===== config.mk =====
export PLATFORM = sky130hd
export DESIGN_NAME = control_sequencer_flat
export DESIGN_NICKNAME = d
export VERILOG_FILES = /design/src/rtl/mini_src_pkg.sv /design/src/rtl/control_sequencer_if.sv /design/src/rtl/opcode_decoder.sv /design/src/rtl/control_sequencer.sv /design/src/flat_wrapper.sv
export SDC_FILE = /design/constraint.sdc
export NUM_CORES = 1
export LEC_CHECK = 0
export BUFFER_PORTS_ARGS = -buffer_cell sky130_fd_sc_hd__buf_4
export CORE_ASPECT_RATIO = 0.8
export CORE_MARGIN = 1
export CORE_UTILIZATION = 40
export DETAILED_ROUTE_END_ITERATION = 6
export GPL_TIMING_DRIVEN = 0
export PLACE_DENSITY_LB_ADDON = 0.05
export SYNTH_ARGS = -nofsm -noshare
export SYNTH_HDL_FRONTEND = slang
export SYNTH_SLANG_ARGS = --single-unit

===== constraint.sdc =====
create_clock -name Clock -period 2.1 [get_ports Clock]
set_input_delay 0 -clock Clock [delete_from_list [all_inputs] [get_ports Clock]]
set_output_delay 0 -clock Clock [all_outputs]
set_load 0.02 [all_outputs]

===== src/rtl/mini_src_pkg.sv =====
// mini_src_pkg: opcode constants, sequencer states and decoded instruction types
package mini_src_pkg;
  localparam logic [4:0] OP_LD   = 5'b00000;
  localparam logic [4:0] OP_LDI  = 5'b00001;
  localparam logic [4:0] OP_ST   = 5'b00010;
  localparam logic [4:0] OP_ADD  = 5'b00011;
  localparam logic [4:0] OP_SUB  = 5'b00100;
  localparam logic [4:0] OP_SHR  = 5'b00101;
  localparam logic [4:0] OP_SHL  = 5'b00110;
  localparam logic [4:0] OP_ROR  = 5'b00111;
  localparam logic [4:0] OP_ROL  = 5'b01000;
  localparam logic [4:0] OP_AND  = 5'b01001;
  localparam logic [4:0] OP_OR   = 5'b01010;
  localparam logic [4:0] OP_ADDI = 5'b01011;
  localparam logic [4:0] OP_ANDI = 5'b01100;
  localparam logic [4:0] OP_ORI  = 5'b01101;
  localparam logic [4:0] OP_MUL  = 5'b01110;
  localparam logic [4:0] OP_DIV  = 5'b01111;
  localparam logic [4:0] OP_NEG  = 5'b10000;
  localparam logic [4:0] OP_NOT  = 5'b10001;
  localparam logic [4:0] OP_BR   = 5'b10010;
  localparam logic [4:0] OP_JR   = 5'b10011;
  localparam logic [4:0] OP_JAL  = 5'b10100;
  localparam logic [4:0] OP_IN   = 5'b10101;
  localparam logic [4:0] OP_OUT  = 5'b10110;
  localparam logic [4:0] OP_MFHI = 5'b10111;
  localparam logic [4:0] OP_MFLO = 5'b11000;
  localparam logic [4:0] OP_NOP  = 5'b11001;
  localparam logic [4:0] OP_HALT = 5'b11010;

  typedef enum logic [3:0] {
    ST_RESET, ST_T0, ST_T1, ST_T2, ST_T3, ST_T4, ST_T5, ST_T6, ST_T7, ST_HALT
  } state_t;

  typedef struct packed {
    logic alu;
    logic imm;
    logic muldiv;
    logic negnot;
    logic ld;
    logic ldi;
    logic st;
    logic br;
    logic jr;
    logic jal;
    logic io_in;
    logic io_out;
    logic mfhi;
    logic mflo;
    logic nop;
    logic halt;
  } iclass_t;

  typedef struct packed {
    logic add_op;
    logic sub_op;
    logic shr_op;
    logic shl_op;
    logic ror_op;
    logic rol_op;
    logic and_op;
    logic or_op;
    logic mul_op;
    logic div_op;
    logic neg_op;
    logic not_op;
  } alu_op_t;
endpackage


===== src/rtl/control_sequencer_if.sv =====
// control_sequencer_if: control strobes from the sequencer and status returned by the datapath
interface control_sequencer_if;
  logic [31:0] IR_Data;
  logic ConFF_Out, Stop, Run;
  logic PC_Out, MDR_Out, ZHI_Out, ZLO_Out, HI_Out, LO_Out, C_Out, InPort_Out;
  logic PC_In, MDR_In, MAR_In, IR_In, Y_In, ZHI_In, ZLO_In, HI_In, LO_In, InPort_In, OutPort_In, ConFF_In;
  logic ADD, SUB, SHR, SHL, ROR, ROL, AND, OR, MUL, DIV, NEG, NOT;
  logic G_RA, G_RB, G_RC, R_In, R_Out, BA_Out;
  logic Read, Write, IncPC;
  modport master (
    input IR_Data, ConFF_Out, Stop,
    output Run,
    output PC_Out, MDR_Out, ZHI_Out, ZLO_Out, HI_Out, LO_Out, C_Out, InPort_Out,
    output PC_In, MDR_In, MAR_In, IR_In, Y_In, ZHI_In, ZLO_In, HI_In, LO_In, InPort_In, OutPort_In, ConFF_In,
    output ADD, SUB, SHR, SHL, ROR, ROL, AND, OR, MUL, DIV, NEG, NOT,
    output G_RA, G_RB, G_RC, R_In, R_Out, BA_Out,
    output Read, Write, IncPC
  );
  modport slave (
    output IR_Data, ConFF_Out, Stop,
    input Run,
    input PC_Out, MDR_Out, ZHI_Out, ZLO_Out, HI_Out, LO_Out, C_Out, InPort_Out,
    input PC_In, MDR_In, MAR_In, IR_In, Y_In, ZHI_In, ZLO_In, HI_In, LO_In, InPort_In, OutPort_In, ConFF_In,
    input ADD, SUB, SHR, SHL, ROR, ROL, AND, OR, MUL, DIV, NEG, NOT,
    input G_RA, G_RB, G_RC, R_In, R_Out, BA_Out,
    input Read, Write, IncPC
  );
endinterface


===== src/rtl/opcode_decoder.sv =====
// opcode_decoder: opcode to one-hot instruction class and one-hot ALU operation
module opcode_decoder
  import mini_src_pkg::*;
(
  input  logic [4:0] opcode,
  output iclass_t    iclass,
  output alu_op_t    alu_op
);
  // undefined opcodes fall into the nop class
  always_comb begin
    iclass = '0;
    alu_op = '0;
    case (opcode)
      OP_LD:   iclass.ld = 1'b1;
      OP_LDI:  iclass.ldi = 1'b1;
      OP_ST:   iclass.st = 1'b1;
      OP_ADD:  begin iclass.alu = 1'b1; alu_op.add_op = 1'b1; end
      OP_SUB:  begin iclass.alu = 1'b1; alu_op.sub_op = 1'b1; end
      OP_SHR:  begin iclass.alu = 1'b1; alu_op.shr_op = 1'b1; end
      OP_SHL:  begin iclass.alu = 1'b1; alu_op.shl_op = 1'b1; end
      OP_ROR:  begin iclass.alu = 1'b1; alu_op.ror_op = 1'b1; end
      OP_ROL:  begin iclass.alu = 1'b1; alu_op.rol_op = 1'b1; end
      OP_AND:  begin iclass.alu = 1'b1; alu_op.and_op = 1'b1; end
      OP_OR:   begin iclass.alu = 1'b1; alu_op.or_op = 1'b1; end
      OP_ADDI: begin iclass.imm = 1'b1; alu_op.add_op = 1'b1; end
      OP_ANDI: begin iclass.imm = 1'b1; alu_op.and_op = 1'b1; end
      OP_ORI:  begin iclass.imm = 1'b1; alu_op.or_op = 1'b1; end
      OP_MUL:  begin iclass.muldiv = 1'b1; alu_op.mul_op = 1'b1; end
      OP_DIV:  begin iclass.muldiv = 1'b1; alu_op.div_op = 1'b1; end
      OP_NEG:  begin iclass.negnot = 1'b1; alu_op.neg_op = 1'b1; end
      OP_NOT:  begin iclass.negnot = 1'b1; alu_op.not_op = 1'b1; end
      OP_BR:   iclass.br = 1'b1;
      OP_JR:   iclass.jr = 1'b1;
      OP_JAL:  iclass.jal = 1'b1;
      OP_IN:   iclass.io_in = 1'b1;
      OP_OUT:  iclass.io_out = 1'b1;
      OP_MFHI: iclass.mfhi = 1'b1;
      OP_MFLO: iclass.mflo = 1'b1;
      OP_HALT: iclass.halt = 1'b1;
      default: iclass.nop = 1'b1;
    endcase
  end
endmodule


===== src/rtl/control_sequencer.sv =====
// control_sequencer: hardwired Mini SRC Moore control unit driving the datapath strobes
module control_sequencer
  import mini_src_pkg::*;
(
  input  logic                Clock,
  input  logic                Clear,
  control_sequencer_if.master bus
);
  state_t  state, next_state;
  iclass_t ic;
  alu_op_t op;
  logic    t0, t1, t2, t3, t4, t5, t6, t7;
  logic    last, alu_step, addr_add, addr_calc;

  opcode_decoder u_dec (
    .opcode (bus.IR_Data[31:27]),
    .iclass (ic),
    .alu_op (op)
  );

  assign t0 = state == ST_T0;
  assign t1 = state == ST_T1;
  assign t2 = state == ST_T2;
  assign t3 = state == ST_T3;
  assign t4 = state == ST_T4;
  assign t5 = state == ST_T5;
  assign t6 = state == ST_T6;
  assign t7 = state == ST_T7;

  // state register; Clear forces RESET at the next edge
  always_ff @(posedge Clock)
    state <= Clear ? ST_RESET : next_state;

  // step sequencing; Stop is honoured only on an instruction's final step
  always_comb begin
    last = (t3 & (ic.jr | ic.io_in | ic.io_out | ic.mfhi | ic.mflo | ic.nop)) |
           (t4 & (ic.negnot | ic.jal)) |
           (t5 & (ic.alu | ic.imm | ic.ldi)) |
           (t6 & (ic.muldiv | ic.br)) | t7;
    next_state = (state == ST_RESET) ? ST_T0 :
                 (state == ST_HALT) ? ST_HALT :
                 (t3 & ic.halt) ? ST_HALT :
                 last ? (bus.Stop ? ST_HALT : ST_T0) :
                 state_t'(state + 4'd1);
  end

  // strobes as a function of step, instruction class and branch condition
  always_comb begin
    alu_step       = ((ic.alu | ic.imm | ic.muldiv) & t4) | (ic.negnot & t3);
    addr_calc      = ic.ld | ic.ldi | ic.st;
    addr_add       = (addr_calc & t4) | (ic.br & t5);
    bus.Run        = (state != ST_RESET) & (state != ST_HALT);
    bus.PC_Out     = t0 | (ic.br & t4) | (ic.jal & t3);
    bus.MDR_Out    = t2 | (ic.ld & t7);
    bus.ZHI_Out    = ic.muldiv & t6;
    bus.ZLO_Out    = ((ic.alu | ic.imm | ic.muldiv | addr_calc) & t5) | (ic.negnot & t4) |
                     (ic.br & t6 & bus.ConFF_Out);
    bus.HI_Out     = ic.mfhi & t3;
    bus.LO_Out     = ic.mflo & t3;
    bus.C_Out      = ((ic.imm | addr_calc) & t4) | (ic.br & t5);
    bus.InPort_Out = ic.io_in & t3;
    bus.PC_In      = (ic.br & t6 & bus.ConFF_Out) | (ic.jr & t3) | (ic.jal & t4);
    bus.MDR_In     = t1 | ((ic.ld | ic.st) & t6);
    bus.MAR_In     = t0 | ((ic.ld | ic.st) & t5);
    bus.IR_In      = t2;
    bus.Y_In       = ((ic.alu | ic.imm | ic.muldiv | addr_calc) & t3) | (ic.br & t4);
    bus.ZHI_In     = ic.muldiv & t4;
    bus.ZLO_In     = alu_step | addr_add;
    bus.HI_In      = ic.muldiv & t6;
    bus.LO_In      = ic.muldiv & t5;
    bus.InPort_In  = 1'b0;
    bus.OutPort_In = ic.io_out & t3;
    bus.ConFF_In   = ic.br & t3;
    bus.ADD        = (alu_step & op.add_op) | addr_add;
    bus.SUB        = alu_step & op.sub_op;
    bus.SHR        = alu_step & op.shr_op;
    bus.SHL        = alu_step & op.shl_op;
    bus.ROR        = alu_step & op.ror_op;
    bus.ROL        = alu_step & op.rol_op;
    bus.AND        = alu_step & op.and_op;
    bus.OR         = alu_step & op.or_op;
    bus.MUL        = alu_step & op.mul_op;
    bus.DIV        = alu_step & op.div_op;
    bus.NEG        = alu_step & op.neg_op;
    bus.NOT        = alu_step & op.not_op;
    bus.G_RA       = ((ic.alu | ic.imm | ic.ldi) & t5) | (ic.muldiv & t3) | (ic.negnot & t4) |
                     (ic.ld & t7) | (ic.st & t6) | (ic.jal & t4) |
                     ((ic.br | ic.jr | ic.io_in | ic.io_out | ic.mfhi | ic.mflo) & t3);
    bus.G_RB       = ((ic.alu | ic.imm | ic.negnot | addr_calc | ic.jal) & t3) | (ic.muldiv & t4);
    bus.G_RC       = ic.alu & t4;
    bus.R_In       = ((ic.alu | ic.imm | ic.ldi) & t5) | (ic.negnot & t4) | (ic.ld & t7) |
                     ((ic.jal | ic.io_in | ic.mfhi | ic.mflo) & t3);
    bus.R_Out      = ((ic.alu | ic.imm | ic.muldiv | ic.negnot | ic.br | ic.jr | ic.io_out) & t3) |
                     ((ic.alu | ic.muldiv | ic.jal) & t4) | (ic.st & t6);
    bus.BA_Out     = addr_calc & t3;
    bus.Read       = t1 | (ic.ld & t6);
    bus.Write      = ic.st & t7;
    bus.IncPC      = t0;
  end
endmodule

===== src/flat_wrapper.sv =====
// flat-port wrapper written by rule: the top's interface ports become plain ports
module control_sequencer_flat import mini_src_pkg::*;
  (Clock, Clear, bus_IR_Data, bus_ConFF_Out, bus_Stop, bus_Run, bus_PC_Out, bus_MDR_Out, bus_ZHI_Out, bus_ZLO_Out, bus_HI_Out, bus_LO_Out, bus_C_Out, bus_InPort_Out, bus_PC_In, bus_MDR_In, bus_MAR_In, bus_IR_In, bus_Y_In, bus_ZHI_In, bus_ZLO_In, bus_HI_In, bus_LO_In, bus_InPort_In, bus_OutPort_In, bus_ConFF_In, bus_ADD, bus_SUB, bus_SHR, bus_SHL, bus_ROR, bus_ROL, bus_AND, bus_OR, bus_MUL, bus_DIV, bus_NEG, bus_NOT, bus_G_RA, bus_G_RB, bus_G_RC, bus_R_In, bus_R_Out, bus_BA_Out, bus_Read, bus_Write, bus_IncPC);
  control_sequencer_if bus_i ();
  input  logic Clock;
  input  logic Clear;
  input wire logic [$bits(bus_i.IR_Data)-1:0] bus_IR_Data;
  input wire logic [$bits(bus_i.ConFF_Out)-1:0] bus_ConFF_Out;
  input wire logic [$bits(bus_i.Stop)-1:0] bus_Stop;
  output wire logic [$bits(bus_i.Run)-1:0] bus_Run;
  output wire logic [$bits(bus_i.PC_Out)-1:0] bus_PC_Out;
  output wire logic [$bits(bus_i.MDR_Out)-1:0] bus_MDR_Out;
  output wire logic [$bits(bus_i.ZHI_Out)-1:0] bus_ZHI_Out;
  output wire logic [$bits(bus_i.ZLO_Out)-1:0] bus_ZLO_Out;
  output wire logic [$bits(bus_i.HI_Out)-1:0] bus_HI_Out;
  output wire logic [$bits(bus_i.LO_Out)-1:0] bus_LO_Out;
  output wire logic [$bits(bus_i.C_Out)-1:0] bus_C_Out;
  output wire logic [$bits(bus_i.InPort_Out)-1:0] bus_InPort_Out;
  output wire logic [$bits(bus_i.PC_In)-1:0] bus_PC_In;
  output wire logic [$bits(bus_i.MDR_In)-1:0] bus_MDR_In;
  output wire logic [$bits(bus_i.MAR_In)-1:0] bus_MAR_In;
  output wire logic [$bits(bus_i.IR_In)-1:0] bus_IR_In;
  output wire logic [$bits(bus_i.Y_In)-1:0] bus_Y_In;
  output wire logic [$bits(bus_i.ZHI_In)-1:0] bus_ZHI_In;
  output wire logic [$bits(bus_i.ZLO_In)-1:0] bus_ZLO_In;
  output wire logic [$bits(bus_i.HI_In)-1:0] bus_HI_In;
  output wire logic [$bits(bus_i.LO_In)-1:0] bus_LO_In;
  output wire logic [$bits(bus_i.InPort_In)-1:0] bus_InPort_In;
  output wire logic [$bits(bus_i.OutPort_In)-1:0] bus_OutPort_In;
  output wire logic [$bits(bus_i.ConFF_In)-1:0] bus_ConFF_In;
  output wire logic [$bits(bus_i.ADD)-1:0] bus_ADD;
  output wire logic [$bits(bus_i.SUB)-1:0] bus_SUB;
  output wire logic [$bits(bus_i.SHR)-1:0] bus_SHR;
  output wire logic [$bits(bus_i.SHL)-1:0] bus_SHL;
  output wire logic [$bits(bus_i.ROR)-1:0] bus_ROR;
  output wire logic [$bits(bus_i.ROL)-1:0] bus_ROL;
  output wire logic [$bits(bus_i.AND)-1:0] bus_AND;
  output wire logic [$bits(bus_i.OR)-1:0] bus_OR;
  output wire logic [$bits(bus_i.MUL)-1:0] bus_MUL;
  output wire logic [$bits(bus_i.DIV)-1:0] bus_DIV;
  output wire logic [$bits(bus_i.NEG)-1:0] bus_NEG;
  output wire logic [$bits(bus_i.NOT)-1:0] bus_NOT;
  output wire logic [$bits(bus_i.G_RA)-1:0] bus_G_RA;
  output wire logic [$bits(bus_i.G_RB)-1:0] bus_G_RB;
  output wire logic [$bits(bus_i.G_RC)-1:0] bus_G_RC;
  output wire logic [$bits(bus_i.R_In)-1:0] bus_R_In;
  output wire logic [$bits(bus_i.R_Out)-1:0] bus_R_Out;
  output wire logic [$bits(bus_i.BA_Out)-1:0] bus_BA_Out;
  output wire logic [$bits(bus_i.Read)-1:0] bus_Read;
  output wire logic [$bits(bus_i.Write)-1:0] bus_Write;
  output wire logic [$bits(bus_i.IncPC)-1:0] bus_IncPC;
  assign bus_i.IR_Data = bus_IR_Data;
  assign bus_i.ConFF_Out = bus_ConFF_Out;
  assign bus_i.Stop = bus_Stop;
  assign bus_Run = bus_i.Run;
  assign bus_PC_Out = bus_i.PC_Out;
  assign bus_MDR_Out = bus_i.MDR_Out;
  assign bus_ZHI_Out = bus_i.ZHI_Out;
  assign bus_ZLO_Out = bus_i.ZLO_Out;
  assign bus_HI_Out = bus_i.HI_Out;
  assign bus_LO_Out = bus_i.LO_Out;
  assign bus_C_Out = bus_i.C_Out;
  assign bus_InPort_Out = bus_i.InPort_Out;
  assign bus_PC_In = bus_i.PC_In;
  assign bus_MDR_In = bus_i.MDR_In;
  assign bus_MAR_In = bus_i.MAR_In;
  assign bus_IR_In = bus_i.IR_In;
  assign bus_Y_In = bus_i.Y_In;
  assign bus_ZHI_In = bus_i.ZHI_In;
  assign bus_ZLO_In = bus_i.ZLO_In;
  assign bus_HI_In = bus_i.HI_In;
  assign bus_LO_In = bus_i.LO_In;
  assign bus_InPort_In = bus_i.InPort_In;
  assign bus_OutPort_In = bus_i.OutPort_In;
  assign bus_ConFF_In = bus_i.ConFF_In;
  assign bus_ADD = bus_i.ADD;
  assign bus_SUB = bus_i.SUB;
  assign bus_SHR = bus_i.SHR;
  assign bus_SHL = bus_i.SHL;
  assign bus_ROR = bus_i.ROR;
  assign bus_ROL = bus_i.ROL;
  assign bus_AND = bus_i.AND;
  assign bus_OR = bus_i.OR;
  assign bus_MUL = bus_i.MUL;
  assign bus_DIV = bus_i.DIV;
  assign bus_NEG = bus_i.NEG;
  assign bus_NOT = bus_i.NOT;
  assign bus_G_RA = bus_i.G_RA;
  assign bus_G_RB = bus_i.G_RB;
  assign bus_G_RC = bus_i.G_RC;
  assign bus_R_In = bus_i.R_In;
  assign bus_R_Out = bus_i.R_Out;
  assign bus_BA_Out = bus_i.BA_Out;
  assign bus_Read = bus_i.Read;
  assign bus_Write = bus_i.Write;
  assign bus_IncPC = bus_i.IncPC;
  control_sequencer u_core (.Clock(Clock), .Clear(Clear), .bus(bus_i));
endmodule

# Word-level counts from Yosys, hierarchy flattened
# Index checks and enable logic that the tools add are counted.
[classes]
bitwise = 118
mux = 33
n_addsub = 1
n_eq_ne = 35
n_reduce_logical = 13
[ops]
columns = ["op", "count"]
rows = [
  ["$or 1x1->1", 64],
  ["$and 1x1->1", 54],
  ["$eq 5x5->1 const B", 10],
  ["$eq 5x4->1 const B", 8],
  ["$mux 1", 29],
  ["$reduce_or 26->1", 1],
  ["$eq 5x3->1 const B", 4],
  ["$eq 4x3->1 const B", 4],
  ["$mux 4", 4],
  ["$reduce_or 2->1", 6],
  ["$eq 5x2->1 const B", 2],
  ["$eq 4x2->1 const B", 2],
  ["$eq 4x4->1 const B", 2],
  ["$reduce_or 8->1", 1],
  ["$eq 5x1->1 const B", 1],
  ["$logic_not 5->1", 1],
  ["$add 4x1->4 const B", 1],
  ["$eq 4x1->1 const B", 1],
  ["$logic_not 4->1", 1],
  ["$ne 4x4->1 const B", 1],
  ["$reduce_bool 4->1", 1],
  ["$reduce_or 4->1", 1],
  ["$reduce_or 3->1", 1],
]
[word_totals]
regBits = 4
inputBits = 36
word_cells = 203
out_inout_bits = 42

# Longest topological paths before layout
[logic_depth]
depth_word = 16
ltp_mapped = 7
depth_no_buf = 7

# Cells and area by module
# A second synthesis with hierarchy kept.
[unflattened]
hier_cells = 168
area_unflattened_um2 = 1124.8
[by_module_without_submodules]
columns = ["module", "area_each_um2", "seq_area_each_um2", "cells_per_inst", "n_inst"]
rows = [
  ["control_sequencer", 854.6, 80.1, 119, 1],
  ["opcode_decoder", 270.3, 0.0, 49, 1],
]

# Least setup slack after synthesis
# No wires, ideal clock.
[synth_timing]
path_kind = "reg-to-reg"
start = "register u_core.state[0]"
end = "register u_core.state[1]"
slack_ns = 0.383
setup_time_ns = 0.060
n_path_buf = 0
required_ns = 2.040
arrival_ns = 1.658
stages_incl_launch_ff = 8
period_less_slack_ns = 1.717
path_cell_list = "dfxtp_1 -> inv_1 -> ha_1 -> and3b_1 -> a31o_2 -> a31oi_1 -> nor3b_2 -> and3_1"
[synth_via]
elab_chain_len = 7
elab_cells_between_ends = 19
cone_classes = "add/sub: 1; eq/ne: 6; mux: 1; bitwise: 9; reduce/logical: 2"
[synth_rtl]
columns = ["item", "line", "source"]
rows = [
  ["start, declared", "control_sequencer.sv:9", "state_t state, next_state;"],
  ["start signal, assigned", "control_sequencer.sv:32", "state <= Clear ? ST_RESET : next_state;"],
  ["$eq 4x3->1 (on tied branches)", "control_sequencer.sv:24, control_sequencer.sv:25", ""],
  ["$and 1x1->1 (on tied branches)", "control_sequencer.sv:36, control_sequencer.sv:37", ""],
  ["$or 1x1->1", "control_sequencer.sv:36", "last = (t3 & (ic.jr | ic.io_in | ic.io_out | ic.mfhi | ic.mflo | ic.nop)) |"],
  ["$or 1x1->1", "control_sequencer.sv:37", "(t4 & (ic.negnot | ic.jal)) |"],
  ["$or 1x1->1", "control_sequencer.sv:38", "(t5 & (ic.alu | ic.imm | ic.ldi)) |"],
  ["$or 1x1->1", "control_sequencer.sv:39", "(t6 & (ic.muldiv | ic.br)) | t7;"],
  ["$mux 4", "control_sequencer.sv:43", "last ? (bus.Stop ? ST_HALT : ST_T0) :"],
]
# Several ways; a longest one is shown, not always the timed one.
# A chain may end at the register's enable or synchronous reset.

# Worst setup path in the final report
[layout_timing]
start = "register u_core.state[1]"
end = "output port bus_G_RA"
[layout_via]
elab_chain_len = 8
elab_cells_between_ends = 18
cone_classes = "eq/ne: 5; bitwise: 13"
[layout_rtl]
columns = ["item", "line", "source"]
rows = [
  ["$eq 4x3->1 (on tied branches)", "control_sequencer.sv:26, control_sequencer.sv:24", ""],
  ["$and 1x1->1", "control_sequencer.sv:86", "bus.G_RA = ((ic.alu | ic.imm | ic.ldi) & t5) | (ic.muldiv & t3) | (ic.negnot & t4) |"],
  ["$or 1x1->1 (3 in series)", "control_sequencer.sv:86", ""],
  ["$or 1x1->1 (2 in series)", "control_sequencer.sv:87", "(ic.ld & t7) | (ic.st & t6) | (ic.jal & t4) |"],
  ["$or 1x1->1 (*)", "control_sequencer.sv:87", ""],
  ["end, declared", "flat_wrapper.sv:43", "output wire logic [$bits(bus_i.G_RA)-1:0] bus_G_RA;"],
]
# Every way passes the cells marked *; elsewhere a longest branch is shown, timed or not.

==> impl_metrics.tcl <==
set metrics [dict create \
    status "complete, no violations" \
    cp.required_ns 2.10 \
    arrival_ns 1.99 \
    rows 15 \
    hold_viol 0 \
    cts_buffer_depth 2 \
    grt_pass1_vias 1145 \
    top_layer "met4" \
    yosysWarningCount 0 \
    synth_most_common_cell "nand2_1" \
    leakagePower_nw 0.7572 \
    fin_ws_ns 0.1064 \
    synth-async-reset-ratio 0 \
    grt_pass1_wl_um 5347 \
    gp_congestion 0.8846 \
    cts-buffers-inserted 3 \
    slew_headroom 0.5722 \
    antenna_found_initial 0 \
    vias 1430 \
    slew_violations 0 \
    ys.flop_type "dfxtp_1" \
    core_area_um2 2271 \
    synth_top_area_frac 0.08878 \
    wl_met3_um 372 \
    holdWs_ns 0.02547 \
    drv_cap 0 \
    path_max_fanout 6 \
    hpwlAfterDp_um 2711 \
    peakVddDrop_v 0.0002063 \
    vias_per_cell 5.652 \
    first_iter_violations 120 \
    drt-met1-wl_um 1543 \
    dieArea_um2 2743 \
    reg.largest.list "u_core.state (4)" \
    die_h_um 47.05 \
    route.detailed.drc 0 \
    multi_input_area_um2 835.8 \
    p_total_w 0.0003798 \
    wl_met2_um 1602 \
    dp.cells 248 \
    setup_viol 0 \
    netlist_instances 167 \
    yosysSeqAreaShare 0.07891 \
    io_pins 78 \
    min_period_over_period 0.9493 \
    hold_class "primary input to register" \
    place.port_buffers 47 \
    synth_area_per_cell_um2 6.076 \
    synth_edf_count 0 \
    yosys-top-cells-area "nand2_1, nor2_1, dfxtp_1" \
    largest_register "u_core.state" \
    fillCellCount 228 \
    tightest_slew_ns 0.6327 \
    diodes 0 \
    syn_area_um2 1015 \
    end_kind "output pin" \
    worstSetupPathType "register to output pin" \
    layout-drive-gt1-share 0.3425 \
    grt_max_degree 11 \
    synth-seq-cells 4 \
    area_growth_pct 45.87 \
    drt_pre_antenna_iters 6 \
    clk_pin_slew_worst_paths_ns 0.04 \
    clk_latency_ns 0.24 \
    period_needed_ns 1.994 \
    startpoint_type "register" \
    powerDensity_nw_per_um2 256.6 \
    place_ws_ns 0.1181 \
    finalClockSkew_ns 0.004924 \
    wl_per_cell_um 13.92 \
    wl_um 3523 \
    final-seq-area_um2 80.08 \
    netlist_top_cells_count "nand2_1, nor2_1, inv_1, o21ai_0, nand3_1" \
    fin_cells 253 \
    clock_sinks 4 \
    cts_tree "done" \
    largest_register_ff_count 4 \
    rsz0062_at_grt "true" \
    synth.distinct_cells 46 \
    clockRootBuffer "clkbuf_4" \
    synth_nets 207 \
    htree_levels 1 \
    tns_ns 0 \
    initial_utilization 0.4468 \
    grt-ovfl-total 0 \
    nNetsFinal 261 \
    die_x_um 58.31 \
    ant_nets 0 \
    synth_top_cell_by_area "nand2_1" \
    fmax_mhz 501.6 \
    grt_use_total 0.2558 \
]
-- worst max-delay path, cell delays in order (launching register included) --
cell	delay [ns]
dfxtp_1	0.36
inv_1	0.09
ha_2	0.22
and3b_2	0.26
a32oi_2	0.20
nand2_1	0.11
or3_1	0.33
buf_4	0.17
-- metrics by stage --
| step | utilization | cell area (um2) |
|---|---|---|
| after CTS | 0.6413 | 1456 |
| final | 0.6518 | 1480 |
| after global routing | 0.6518 | 1480 |
| after detailed placement | 0.6209 | 1410 |
| after floorplan | - | 1015 |
| after global placement | 0.6209 | 1410 |
-- cell usage in the layout, fill, tap and decap left out, types with 3 or more instances in the layout --
cell type  instances
clkbuf_1           4
inv_1             12
nor2_1            22
nand3_1           10
clkbuf_4           4
and3_1             5
nand2_1           23
buf_4             52
nand4_1            3
mux2i_1            4
buf_2              4
dfxtp_1            4
nor3_1             7
o21ai_0           11
a21oi_1            6
-- report_power, final --
group           total, W  leakage [nW]  switching [W]  internal (W)
clock           0.000100        0.0138      0.0000362     0.0000642
sequential     0.0000854        0.0327     0.00000477     0.0000807
combinational   0.000194         0.711       0.000119     0.0000751
-- area by class of cell --
type                            count  share of cell area
Tap cell                           34             0.02874
Timing Repair Buffer               49              0.2502
Sequential cell                     4             0.05410
Multi-Input combinational cell    137              0.5647
Clock buffer                        3             0.01522
Inverter                           12             0.03043
Buffer                             14             0.05664
-- kinds of logic (layout without fill, tap and decap cells) --
kind of cell | after synthesis | count (layout) | share of synthesized area
compound gates | 33 | 33 | 0.2170
fa+ha+maj | 4 | 4 | 0.04932
simple gates | 92 | 92 | 0.4624
flops | 4 | 4 | 0.07892
mux | 4 | 4 | 0.03946
buf+inv | 26 | 78 | 0.1233
xor+xnor | 3 | 3 | 0.02590
other cells | 1 | 1 | 0.003696
-- path summary, 6_finish.rpt --
path / slack, ns / depth (start not counted) / to / startpoint
setup / recovery: 0.11 / 7 / bus_G_RA / u_core.state[1]$_SDFF_PP0_
hold / removal: 0.03 / 2 / u_core.state[3]$_SDFF_PP0_ / bus_Stop
hold reg to reg: 0.55 / 1 / u_core.state[0]$_SDFF_PP0_ / u_core.state[0]$_SDFF_PP0_
setup reg to reg: 0.14 / 7 / u_core.state[3]$_SDFF_PP0_ / u_core.state[0]$_SDFF_PP0_
-- metal layers --
layer | global-route usage | vias up
met5 | 0 | -
met4 | 0.04286 | 0
met3 | 0.03857 | 2
met2 | 0.4184 | 97
met1 | 0.3654 | 651
li1 | - | 680
-- what timing repair did --
item / 4_1_cts / 5_1_grt
setup endpoints to repair: 4 / 8
buffers inserted: 1 / 0
endpoints found under the hold margin: 1 / 0
resized for setup: 2 / 9
pin swaps: 1 / 0
hold buffers: 1 / 0
Power figures use the tool's default switching activity.
